--- src/rtl/led_cnt_multi.sv ---
// led_cnt_multi: NUM_CH independent LED channels driven from one shared
// prescaler on clk100. Each channel has a programmable tick divider, a mode
// (off / blink / pulse / solid), a saturating event counter and a sticky
// interrupt flag.
//
// Ports:
//   clk100     system clock
//   rst_n      asynchronous active-low reset
//   wren_i     one-cycle configuration write strobe
//   ch_sel_i   channel targeted by wren_i (values >= NUM_CH are ignored)
//   div_i      divider value written on wren_i (event period = div_i+1 ticks)
//   mode_i     mode written on wren_i: 00 off, 01 blink, 10 pulse, 11 solid
//   int_clr_i  per-channel clear of led_int_o and the channel's event count
//   int_cnt_o  event counters, channel k at [k*CNT_W +: CNT_W]
//   led_int_o  sticky per-channel event flag
//   led_o      LED drive
module led_cnt_multi #(
  parameter int unsigned NUM_CH   = 4,
  parameter int unsigned DIV_W    = 12,
  parameter int unsigned CNT_W    = 32,
  parameter int unsigned PRESCALE = 100000,
  parameter int unsigned DIV_RST  = 499,
  parameter int unsigned CH_W     = (NUM_CH > 1) ? $clog2(NUM_CH) : 1
) (
  input  logic                    clk100,
  input  logic                    rst_n,
  input  logic                    wren_i,
  input  logic [CH_W-1:0]         ch_sel_i,
  input  logic [DIV_W-1:0]        div_i,
  input  logic [1:0]              mode_i,
  input  logic [NUM_CH-1:0]       int_clr_i,
  output logic [NUM_CH*CNT_W-1:0] int_cnt_o,
  output logic [NUM_CH-1:0]       led_int_o,
  output logic [NUM_CH-1:0]       led_o
);

  localparam int unsigned PS_W = (PRESCALE > 1) ? $clog2(PRESCALE) : 1;

  typedef enum logic [1:0] {
    MODE_OFF   = 2'b00,
    MODE_BLINK = 2'b01,
    MODE_PULSE = 2'b10,
    MODE_SOLID = 2'b11
  } mode_e;

  logic [PS_W-1:0]  presc;
  logic             tick;

  logic [DIV_W-1:0] div_reg  [NUM_CH];
  mode_e            mode_reg [NUM_CH];
  logic [DIV_W-1:0] cnt      [NUM_CH];
  logic [CNT_W-1:0] int_cnt  [NUM_CH];

  logic [NUM_CH-1:0] wr_hit;
  logic [NUM_CH-1:0] evt;

  // Shared prescaler: free-running 0..PRESCALE-1, never touched by writes.
  always_ff @(posedge clk100 or negedge rst_n) begin
    if (!rst_n) begin
      presc <= '0;
    end else if (tick) begin
      presc <= '0;
    end else begin
      presc <= presc + PS_W'(1);
    end
  end

  assign tick = (presc == PS_W'(PRESCALE - 1));

  // A write to a channel suppresses any event that channel would raise on
  // the same tick; the write restarts the period instead.
  always_comb begin
    wr_hit = '0;
    evt    = '0;
    for (int unsigned k = 0; k < NUM_CH; k++) begin
      wr_hit[k] = wren_i && (ch_sel_i == CH_W'(k));
      evt[k]    = tick && !wr_hit[k] && (mode_reg[k] != MODE_OFF) &&
                  (cnt[k] == div_reg[k]);
    end
  end

  always_ff @(posedge clk100 or negedge rst_n) begin
    if (!rst_n) begin
      for (int unsigned k = 0; k < NUM_CH; k++) begin
        div_reg[k]  <= DIV_W'(DIV_RST);
        mode_reg[k] <= MODE_BLINK;
        cnt[k]      <= '0;
        int_cnt[k]  <= '0;
      end
      led_int_o <= '0;
      led_o     <= '0;
    end else begin
      for (int unsigned k = 0; k < NUM_CH; k++) begin
        if (wr_hit[k]) begin
          div_reg[k]  <= div_i;
          mode_reg[k] <= mode_e'(mode_i);
          cnt[k]      <= '0;
          if (mode_e'(mode_i) == MODE_OFF) begin
            led_o[k] <= 1'b0;
          end
        end else if (tick && (mode_reg[k] != MODE_OFF)) begin
          cnt[k] <= evt[k] ? '0 : cnt[k] + DIV_W'(1);
          // Pulse: the LED mirrors "counter is at 0 after this tick", which
          // is exactly the event condition, so it is refreshed on each tick.
          case (mode_reg[k])
            MODE_BLINK: if (evt[k]) led_o[k] <= ~led_o[k];
            MODE_PULSE: led_o[k] <= evt[k];
            MODE_SOLID: led_o[k] <= 1'b1;
            default:    ;
          endcase
        end

        // A clear coinciding with an event keeps that event.
        if (int_clr_i[k]) begin
          int_cnt[k]   <= evt[k] ? CNT_W'(1) : '0;
          led_int_o[k] <= evt[k];
        end else if (evt[k]) begin
          if (int_cnt[k] != '1) begin
            int_cnt[k] <= int_cnt[k] + CNT_W'(1);
          end
          led_int_o[k] <= 1'b1;
        end
      end
    end
  end

  always_comb begin
    int_cnt_o = '0;
    for (int unsigned k = 0; k < NUM_CH; k++) begin
      int_cnt_o[k*CNT_W +: CNT_W] = int_cnt[k];
    end
  end

endmodule

--- config.mk ---
export PLATFORM = sky130hd
export DESIGN_NAME = led_cnt_multi
export DESIGN_NICKNAME = d
export VERILOG_FILES = /design/src/rtl/led_cnt_multi.sv
export SDC_FILE = /design/constraint.sdc
export NUM_CORES = 1
export LEC_CHECK = 0
export BUFFER_PORTS_ARGS = -buffer_cell sky130_fd_sc_hd__buf_2
export CAP_MARGIN = 20
export CORE_UTILIZATION = 60
export DETAILED_ROUTE_END_ITERATION = 16
export PLACE_DENSITY = 0.84
export SYNTH_ARGS = -nofsm -noshare
export SYNTH_HDL_FRONTEND = slang
export SYNTH_SLANG_ARGS = --single-unit
--- constraint.sdc ---
create_clock -name clk100 -period 10.3 [get_ports clk100]
set_clock_uncertainty 0.2 [all_clocks]
set_input_delay 1.545 -clock clk100 [delete_from_list [all_inputs] [get_ports clk100]]
set_output_delay 1.545 -clock clk100 [all_outputs]
set_load 0.05 [all_outputs]
[Word-level counts from Yosys, hierarchy flattened]
Index checks and enable logic that the tools add are counted.
Word-level totals
  memories: 0
  RAM bits: 0
  ROM bits: 0
  bits in registers: 257
  bits in latches: 0
  output and inout port bits: 136
  input bits: 23
Cells by class
  shift-type cells: 0
  magnitude comparators: 0
  multiplexer cells: 54
  add/subtract/negate cells: 9
  multiply operators: 0
  bitwise logic cells: 4
  div/mod/pow operators: 0
  reduce and logical (&&, ||, !) cells: 54
  eq/ne operators: 32
Operators with widths (count)
  $mux W32: 12
  $mux W12: 12
  $add A32 B1 Y32 const B: 4
  $ne A32 B32 Y1 const B: 4
  $add A12 B1 Y12 const B: 4
  $eq A12 B12 Y1: 4
  $reduce_bool A2 Y1: 16
  $mux W1: 25
  $eq A2 B2 Y1 const B: 10
  $logic_and A1 B1 Y1: 20
  $add A17 B1 Y17 const B: 1
  $eq A17 B17 Y1 const B: 1
  $mux W17: 1
  $reduce_and A4 Y1: 4
  $reduce_bool A4 Y1: 4
  $ne A3 B3 Y1 const B: 4
  $pmux W1 S3: 4
  $eq A2 B1 Y1 const B: 5
  $ne A2 B1 Y1 const B: 4
  $reduce_and A2 Y1: 4
  $logic_not A1 Y1: 4
  $logic_not A2 Y1: 2
  $not A1 Y1: 4

[Longest topological paths before layout]
  depth after elaboration: 10
  depth in mapped cells: 10
  depth with buffers taken out: 7

[Worst setup path after synthesis]
No wires, ideal clock.
  path kind: input -> register
  start: input port ch_sel_i[0]
  end: register int_cnt, in the netlist int_cnt_o[1]
  data arrival time: 3555 ps
  setup slack: 6467 ps
  buffers on the path: 3
  cell stages on the path: 8
  path through: clkbuf_1 nor3b_1 nor3_1 nand3_1 clkbuf_1 clkbuf_1 o21ai_0 a21oi_1
On the way
  word-level cells in the longest chain between the ends: 8
RTL lines
  start: declaration: line 28  | input logic [CH_W-1:0] ch_sel_i,
  $logic_not A2 Y1: line 76  | wr_hit[k] = wren_i && (ch_sel_i == CH_W'(k));
  $logic_and A1 B1 Y1: line 76
  $logic_not A1 Y1: line 77  | evt[k] = tick && !wr_hit[k] && (mode_reg[k] != MODE_OFF) &&
  $logic_and A1 B1 Y1 (3 in a row): line 77
  $reduce_bool A2 Y1 (no line)
  $reduce_and A2 Y1 (no line)
  end signal: indexed assignment: line 115  | int_cnt[k] <= evt[k] ? CNT_W'(1) : '0;
  end signal: indexed assignment: line 119  | int_cnt[k] <= int_cnt[k] + CNT_W'(1);
  end: declaration: line 52  | logic [CNT_W-1:0] int_cnt [NUM_CH];
Every way passes these cells.
A chain may end at the register's enable or synchronous reset.

[Final worst setup path]
  start: register presc[12]
  end: register int_cnt, in the netlist int_cnt_o[85]
On the way
  word-level cells in the longest chain between the ends: 6
RTL lines
  start: declaration: line 46  | logic [PS_W-1:0] presc;
  start signal: assignment: line 64  | presc <= presc + PS_W'(1);
  $eq A17 B17 Y1: line 68  | assign tick = (presc == PS_W'(PRESCALE - 1));
  $logic_and A1 B1 Y1 (3 in a row): line 77
  $reduce_bool A2 Y1 (no line)
  $reduce_and A2 Y1 (no line)
Every way passes these cells.

==> results.py <==
metrics = {
    "run_status": {
        "status": "finished, final reports clean",
    },
    "cts": {
        "htreeDepth": 1,
        "cts_buffer_depth": 3,
        "cts_resized": 0,
        "cts_setup_buffers": 0,
        "clkSinkCount": 257,
        "root_buffer": "clkbuf_16",
        "clk_pin_slew_worst_paths_ns": 0.06,
        "cts_tree": "done",
        "ctsHoldBuffers": 0,
        "insertion_delay_ns": 0.54,
        "numCtsBuffers": 28,
    },
    "synth": {
        "async_flop_share_pct": 100.0,
        "synth_edf_count": 0,
        "synth_flop_cell": "dfrtp_1",
        "yosysTopAreaCellShare_pct": 40.96,
        "yosysWarnings": 0,
        "synth_area_leaders": "dfrtp_1 (41%), dfstp_2 (6.1%), nand2_1 (6.0%)",
        "synth_seq_cells": 257,
        "synthCells": 1520,
        "synth.distinct_cells": 65,
        "yosysTopAreaCell": "dfrtp_1",
        "yosysMostFrequentCell": "dfrtp_1",
        "syn_area_um2": 13750,
        "yosysSeqAreaShare_pct": 47.08,
        "synthTopCellsByCount": "dfrtp_1 (225), nand2_1 (218), a21oi_1 (109)",
        "syn-num-nets": 1552,
        "synth.avg_cell_area_um2": 9.043,
    },
    "placed_design": {
        "place_congestion": 0.8965,
        "placed_cell_area_um2": 14760,
        "dp_hpwl_um": 22290,
        "dp.cells": 1905,
        "io_buffers": 158,
    },
    "global_routing": {
        "grt_overflow": 0,
        "grt_max_degree": 106,
        "grt_pass1_wl_um": 57030,
        "grt_usage_pct": 28.93,
        "antenna_found_initial": 1,
        "first_global_vias": 11740,
    },
    "finish": {
        "fin_area_um2": 15790,
        "largest_reg_flops": 128,
        "fin_nets": 1683,
        "multiInputGateArea_um2": 6894,
        "n_antenna_cell": 0,
        "layout-area-overhead-vs-synth_pct": 14.88,
        "fillCellCount": 1745,
        "seq_area_um2": 6471,
        "final_cell_count_no_fill": 1957,
        "drive_gt1_share_pct": 17.94,
    },
    "worst_setup_path": {
        "cp_slowest_cell": "or4_1",
        "start_kind": "flip-flop",
        "cpPeakStageDelay_ns": 0.78,
        "crit_fanout": 21,
        "path_cells": "or4b_4 -> or4_1 -> nor2_1 -> nand4_1 -> or4_1 -> a21oi_1",
        "cp_top_family": "simple AND/OR/NAND/NOR gates",
        "critical_path_class": "reg -> reg",
        "path_common_cell": "or4_1",
        "crit_buf_inv": 0,
        "end_kind": "flip-flop",
        "cp.required_ns": 10.56,
        "arrival_ns": 4.59,
    },
    "job": {
        "cap_violations": 0,
    },
    "min_path": {
        "hold_path_class": "reg -> reg",
    },
    "timing": {
        "setup_tns_ns": 0,
        "setup_viol": 0,
        "finalCritPeriodShare_pct": 42.04,
        "slew_headroom_pct": 33.45,
        "hold_violations": 0,
        "max_freq_mhz": 230.9,
        "worst_pin_slew_ns": 0.9955,
        "slew_violations": 0,
        "post-route-min-period_ns": 4.330,
        "holdWs_ns": 0.2695,
        "rsz0062_at_grt": "false",
    },
    "power": {
        "ir_drop_uv": 116.9,
        "power_uw": 2341,
        "powerDensity_nw_per_um2": 148.3,
        "p_leak_uw": 0.006782,
    },
    "routing": {
        "vias": 12310,
        "remaining_drc_errors": 0,
        "routed_via_density": 6.291,
        "routed_wl_um": 33880,
        "drt_pass1_iterations": 7,
        "postRouteAntennaNets": 0,
        "drt-initial-drc-count": 1086,
        "routedWlPerCell_um": 17.31,
    },
    "floorplanning": {
        "initial_utilization_pct": 60.90,
        "die_width_um": 153.4,
        "rows": 55,
        "die-area_um2": 23520,
        "core_area_um2": 22570,
        "io_pins": 159,
        "die_h_um": 153.4,
    },
}
==> layout by cell type (no fill, tap or decap), drive strengths merged, types with 3 or more instances in the layout <==
cell	n
or4	52
and4	13
o21ai	85
nand4b	6
or3	38
clkbuf	46
o31a	3
nand4	55
o2111ai	4
and3	26
mux2i	4
bufinv	4
o31ai	49
or2	5
nand2b	8
mux2	33
and2	6
a21boi	4
ha	9
nor2	104
nor4	31
a21oi	109
nand3	91
dfrtp	225
inv	29
nor3	26
nor3b	6
o21a	7
nor2b	24
xnor2	70
xor2	27
nand2	218
a31oi	4
buf	176
dfstp	32
nand3b	11
o21bai	3
==> final timing paths <==
| kind | from | endpoint | slack (ns) | cells after the start |
|---|---|---|---|---|
| worst min register to register | div_reg[42] | div_reg[42] | 0.27 | 2 |
| worst min-delay path | div_reg[42] | div_reg[42] | 0.27 | 2 |
| worst max-delay path | presc[12] | int_cnt_o[85] | 5.97 | 6 |
| worst max register to register | presc[12] | int_cnt_o[85] | 5.97 | 6 |
| max in group asynchronous | rst_n | div_reg[22] | 7.70 | 2 |
| min in group asynchronous | rst_n | int_cnt_o[20] | 0.81 | 1 |
==> metrics by stage <==
stage / worst slack [ns] / util, %
final: 5.970 / 69.96
after global routing: 5.627 / 69.96
after CTS: 6.037 / 69.84
after floorplan: 6.467 / -
after detailed placement: 5.601 / 65.39
after global placement: 5.750 / 65.39
==> per-layer routing <==
layer	vias to the layer above	track usage [%]	wire, um
li1	5798	-	-
met1	6000	37.99	14420
met2	424	49.03	16470
met3	88	4.054	1958
met4	2	10.43	1017
met5	-	0	11
==> kinds of logic (layout without fill, tap and decap cells) <==
kind of cell	count (synthesis)	in the layout	synth area share [%]
flops	257	257	47.08
fa+ha+maj	9	9	0.8192
simple gates	730	730	27.68
buf+inv	104	256	2.986
xor+xnor	97	97	6.181
mux	37	37	2.995
compound gates	286	286	12.26
==> power by group <==
group	total (uW)	switching (uW)	internal [uW]
sequential	1100	34.5	1060
clock	1080	405	678
combinational	158	99.7	58.7
==> worst reg2reg max path, delay by kind of cell (launching register included) <==
kind               cells  cell delay [ns]
AOI/OAI and AO/OA      1             0.15
DFF                    1             0.43
and+or+nand+nor        5             3.49
==> final cells by class <==
type	instances	area share, %
clock buffers	46	5.570
clock inverters	5	0.7923
inverters	29	0.6893
multi-input cells	1159	43.66
flip-flops and latches	257	40.98
well taps	285	2.258
repair buffers	176	6.053
No activity file was read; power rests on OpenSTA's default activity.
